<file path="config.mk">
export PLATFORM = sky130hd
export DESIGN_NAME = port_a_reader
export DESIGN_NICKNAME = d
export VERILOG_FILES = /design/src/rtl/port_a_reader.sv
export SDC_FILE = /design/constraint.sdc
export NUM_CORES = 1
export LEC_CHECK = 0
export CAP_MARGIN = 25
export CELL_PAD_IN_SITES_DETAIL_PLACEMENT = 1
export CELL_PAD_IN_SITES_GLOBAL_PLACEMENT = 2
export CORE_MARGIN = 2
export CORE_UTILIZATION = 37
export CTS_BUF_LIST = sky130_fd_sc_hd__clkbuf_8
export CTS_CLUSTER_DIAMETER = 120
export DETAILED_ROUTE_END_ITERATION = 16
export DONT_BUFFER_PORTS = 1
export PLACE_DENSITY_LB_ADDON = 0.1
export RECOVER_POWER = 100
export SLEW_MARGIN = 25
export SYNTH_ARGS = -nofsm -noshare
export SYNTH_HDL_FRONTEND = slang
export SYNTH_SLANG_ARGS = --single-unit
</file>
<file path="constraint.sdc">
create_clock -name clk -period 1.7 [get_ports clk]
set_clock_uncertainty 0.1 [all_clocks]
set_input_delay 0.17 -clock clk [delete_from_list [all_inputs] [get_ports clk]]
set_output_delay 0.17 -clock clk [all_outputs]
set_load 0.01 [all_outputs]
</file>
<file path="src/rtl/port_a_reader.sv">
// PORTA input path: pad synchronizer, TRIS/latch/open-drain read mux and RA4 (T0CKI) edge pulses.
// Optional build macro PORTA_RA4_FILTER_EN adds a Schmitt-trigger style filter on RA4.
module port_a_reader #(
    parameter int unsigned SYNC_STAGES = 2
) (
    input  logic       clk,
    input  logic       rst,
    input  logic       ra0,
    input  logic       ra1,
    input  logic       ra2,
    input  logic       ra3,
    input  logic       ra4,
    input  logic [4:0] tris_val,
    input  logic [4:0] lat_val,
    input  logic       rd_en,
    output logic [7:0] rd_data,
    output logic       rd_valid,
    output logic [4:0] pin_sync,
    output logic       t0cki_rise,
    output logic       t0cki_fall
);

    localparam int unsigned NPIN     = 5;
    localparam int unsigned RD_W     = 8;
    localparam int unsigned ARM_W    = 2;
    localparam logic [ARM_W-1:0] ARM_LAST = ARM_W'(SYNC_STAGES);

    logic [NPIN-1:0] sync_q [SYNC_STAGES];
    logic [NPIN-1:0] pads_c;
    logic [NPIN-1:0] rd_value_c;
    logic            ra4_src_c;
    logic            prev_q;
    logic [ARM_W-1:0] arm_cnt_q;
    logic            armed_q;

    assign pads_c   = {ra4, ra3, ra2, ra1, ra0};
    assign pin_sync = sync_q[SYNC_STAGES-1];

    // Pad synchronizer chain
    always_ff @(posedge clk) begin
        if (rst) begin
            for (int unsigned i = 0; i < SYNC_STAGES; i++) begin
                sync_q[i] <= '0;
            end
        end else begin
            sync_q[0] <= pads_c;
            for (int unsigned i = 1; i < SYNC_STAGES; i++) begin
                sync_q[i] <= sync_q[i-1];
            end
        end
    end

    // Read mux: RA0-3 push-pull, RA4 open drain (latch 1 lets the pad level through)
    always_comb begin
        rd_value_c = lat_val;
        for (int unsigned i = 0; i < NPIN - 1; i++) begin
            if (tris_val[i]) begin
                rd_value_c[i] = pin_sync[i];
            end
        end
        rd_value_c[NPIN-1] = (tris_val[NPIN-1] || lat_val[NPIN-1]) ? pin_sync[NPIN-1] : 1'b0;
    end

    always_ff @(posedge clk) begin
        if (rst) begin
            rd_data  <= '0;
            rd_valid <= 1'b0;
        end else begin
            rd_valid <= rd_en;
            if (rd_en) begin
                rd_data <= RD_W'(rd_value_c);
            end
        end
    end

`ifdef PORTA_RA4_FILTER_EN
    logic       filt_q;
    logic       filt_d_c;
    logic [1:0] mis_cnt_q;

    // Filter follows the pad directly until armed so a high pad at reset release is not an edge
    always_comb begin
        filt_d_c = filt_q;
        if (!armed_q) begin
            filt_d_c = pin_sync[NPIN-1];
        end else if ((pin_sync[NPIN-1] != filt_q) && (mis_cnt_q == 2'd2)) begin
            filt_d_c = ~filt_q;
        end
    end

    always_ff @(posedge clk) begin
        if (rst) begin
            filt_q    <= 1'b0;
            mis_cnt_q <= '0;
        end else begin
            filt_q <= filt_d_c;
            if (!armed_q || (pin_sync[NPIN-1] == filt_q) || (mis_cnt_q == 2'd2)) begin
                mis_cnt_q <= '0;
            end else begin
                mis_cnt_q <= mis_cnt_q + 2'd1;
            end
        end
    end

    assign ra4_src_c = filt_d_c;
`else
    assign ra4_src_c = pin_sync[NPIN-1];
`endif

    // RA4 edge detector, gated until the synchronizer has refilled after reset
    always_ff @(posedge clk) begin
        if (rst) begin
            prev_q     <= 1'b0;
            t0cki_rise <= 1'b0;
            t0cki_fall <= 1'b0;
            arm_cnt_q  <= '0;
            armed_q    <= 1'b0;
        end else begin
            prev_q     <= ra4_src_c;
            t0cki_rise <= armed_q && ra4_src_c && !prev_q;
            t0cki_fall <= armed_q && !ra4_src_c && prev_q;
            if (!armed_q) begin
                if (arm_cnt_q == ARM_LAST) begin
                    armed_q <= 1'b1;
                end else begin
                    arm_cnt_q <= arm_cnt_q + 2'd1;
                end
            end
        end
    end

endmodule

</file>
==> impl_metrics.ini <==
[worst_setup_path]
crit_path_start_kind = input port
crit_arrival_ns = 1.54
r2r_setup_slack_ns = 0.37
cp_capture_type = register
timing_worst_setup_path_type = in2reg
critical_path.max_fanout = 21
crit_required_ns = 1.76

[global_routing]
grt.total_usage_pct = 11.3
overflow = 0
grt_pass1_vias = 454
grt_pass1_wl_um = 2080
maximum_number_of_pins_on_one_net_before_global_route_repair = 22
antenna_found_initial = 0

[clocking]
cts.sink_count = 22
ctsResizeCount = 0
cts.path.max_buffers = 2
h-tree-depth = 1
worst_setup_hold_path_clk_slew_ns = 0.07
postCtsSetupBuffers = 0
clockRootBuffer = sky130_fd_sc_hd__clkbuf_8
clk-insertion-delay-late_ns = 0.26
cts_hold_buffers = 7
cts_buffers = 3
tritoncts = built

[synthesis]
synth_sequential_area_ratio_pct = 56.7
avg_inst_size_synth_sq_um = 10.6
post_synth_instance_area_sq_um = 777
post_synth_num_cell_types = 18
synth.area.top_cells = sky130_fd_sc_hd__dfxtp_1 57%, sky130_fd_sc_hd__nor2b_1 9.7%, sky130_fd_sc_hd__buf_4 7.7%, sky130_fd_sc_hd__mux2i_1 5.2%, sky130_fd_sc_hd__a211oi_1 3.9%
yosys_register_bits = 22
synth_top_area_cell = sky130_fd_sc_hd__dfxtp_1
dominantRegCellSynth = sky130_fd_sc_hd__dfxtp_1
synthDominantCellAreaShare_pct = 56.7
syn-instance-count = 73
ys_warn_count = 0
ys_top_cells_by_count = 22 x sky130_fd_sc_hd__dfxtp_1, 12 x sky130_fd_sc_hd__nor2b_1, 8 x sky130_fd_sc_hd__buf_4
synth-edff-count = 0
synth_most_common_cell = sky130_fd_sc_hd__dfxtp_1
async_flop_share_pct = 0

[power]
combinationalPowerShare_pct = 12.2
cell_internal_pwr_mw = 0.842
switching_power_mw = 0.261
pwr_density_cell_nw_per_um2 = 1280
static-leakage-power_nw = 0.345
totalPowerFinal_mw = 1.10
power.share.switching_pct = 23.6
power.share.clock_pct = 33.4
seq_power_share_pct = 54.4
peakVddDrop_uv = 637

[timing]
final-setup-viol-count = 0
timing.final.max_slew_violations = 0
aggregate_negative_setup_slack_ns = 0
maxClockFrequency_mhz = 673
worst_slew_margin_rel_pct = 50.0
period_needed_ns = 1.49
timing.final.hold_violations = 0
final_critical_path_setup_slack_ns = 0.213
timing_worst_slew_pin_value_ns = 0.748
rsz0062_at_grt = no
fin_crit_sh_pct = 87.5

[route]
drc_errors = 0
routed.top_layer = met4
drt_pass1_iterations = 1
number_of_vias_in_the_routed_layout = 474
detail_route.wirelength.met1_um = 596
met2WireLength_um = 609
ant_nets = 0
drt-wirelength-per-cell_um = 12.9
drt_iter0_drc = 0
dr_wl_met3_um = 92
wl_um = 1320
avgViaCountPerCell = 4.65

[floorplanning]
die_area_sq_um = 2480
initial_utilization_pct = 39.6
core_sq_um = 1960
die-width_um = 49.8
boundaryPins = 34
num_rows = 16
die-height_um = 49.8

[placed_design]
placement.setup.worst_slack_ns = 0.397
place.gp.congestion = 0.577
port-buffer-count = 0
detailed_place_hpwl_um = 851

[hold_path]
holdCritPathClass = in2reg

[cells_and_area]
area_grow_syn2layout_pct = 11.3
drive_above_1_share_pct = 5.33
post_route_utilization_pct = 44.1
insertedDiodeCount = 0
finish.net_count = 95

[status]
status = complete, no violations

[flow_run]
max-cap-violations = 0
## final cells by class
| type | count | area (sq um) |
|---|---|---|
| clock buffers | 4 | 55.1 |
| fillers | 240 | 1100 |
| inverters | 1 | 3.75 |
| multi-input cells | 41 | 262 |
| flip-flops and latches | 22 | 440 |
| well taps | 27 | 33.8 |
| repair buffers | 7 | 70.1 |
## critical path: stages
cell,delay [ns]
sky130_fd_sc_hd__dlygate4sd3_1,1.02
sky130_fd_sc_hd__nor2b_1,0.15
sky130_fd_sc_hd__and3b_1,0.20
## through the flow
stage	instance area, sq um	cells	hold WS (ns)
final	865	102	0.00838
after global routing	865	102	0.0282
after CTS	868	102	0.00906
after detailed placement	743	91	0.137
after global placement	743	91	0.139
after floorplan	785	75	0.149
## worst paths after layout
kind,from,to,depth (start not counted)
setup / recovery,rst,t0cki_rise,3
hold / removal,rd_en,rd_data[4],2
setup reg to reg,arm_cnt_q[0],arm_cnt_q[1],4
hold reg to reg,sync_q[0][2],sync_q[0][7],1
## per-layer routing
layer	vias up	global-route usage, %
met4	0	5.56
met3	2	4.85
met1	216	14.1
met5	-	0
li1	233	-
met2	23	16.7
## power by group through the flow
stage               sequential [mW]  combinational [mW]  clock (mW)
global placement              0.611               0.113           0
finish                        0.600               0.134       0.369
floorplan                     0.601               0.125           0
detailed placement            0.613               0.119           0
CTS                           0.601               0.143       0.382
global route                  0.609               0.156       0.404
## placed cells by master, fill, tap and decap left out
cell type                        n
sky130_fd_sc_hd__a211oi_1        4
sky130_fd_sc_hd__a21oi_1         3
sky130_fd_sc_hd__and3b_1         1
sky130_fd_sc_hd__clkbuf_8        4
sky130_fd_sc_hd__conb_1          3
sky130_fd_sc_hd__dfxtp_1        22
sky130_fd_sc_hd__dlygate4sd3_1   7
sky130_fd_sc_hd__ha_1            1
sky130_fd_sc_hd__inv_1           1
sky130_fd_sc_hd__mux2i_1         4
sky130_fd_sc_hd__nand2b_1        1
sky130_fd_sc_hd__nor2_1          6
sky130_fd_sc_hd__nor2b_1        12
sky130_fd_sc_hd__nor4bb_1        1
sky130_fd_sc_hd__o211ai_1        1
sky130_fd_sc_hd__o21ai_0         2
sky130_fd_sc_hd__or3_1           2
## cell families after synthesis
logic type,after synthesis,share of synthesized area [%]
compound gates,10,8.54
simple gates,23,17.4
mux,4,5.15
other cells,1,0.483
buf+inv,12,10.1
flops,22,56.7
fa+ha+maj,1,1.61
## flip-flops by register name, summed over array words and instances (netlist names)
name,cells
arm_cnt_q,2
t0cki_rise,1
prev_q,1
armed_q,1
rd_valid,1
rd_data,5
sync_q,10
t0cki_fall,1
Power figures use the tool's default switching activity.
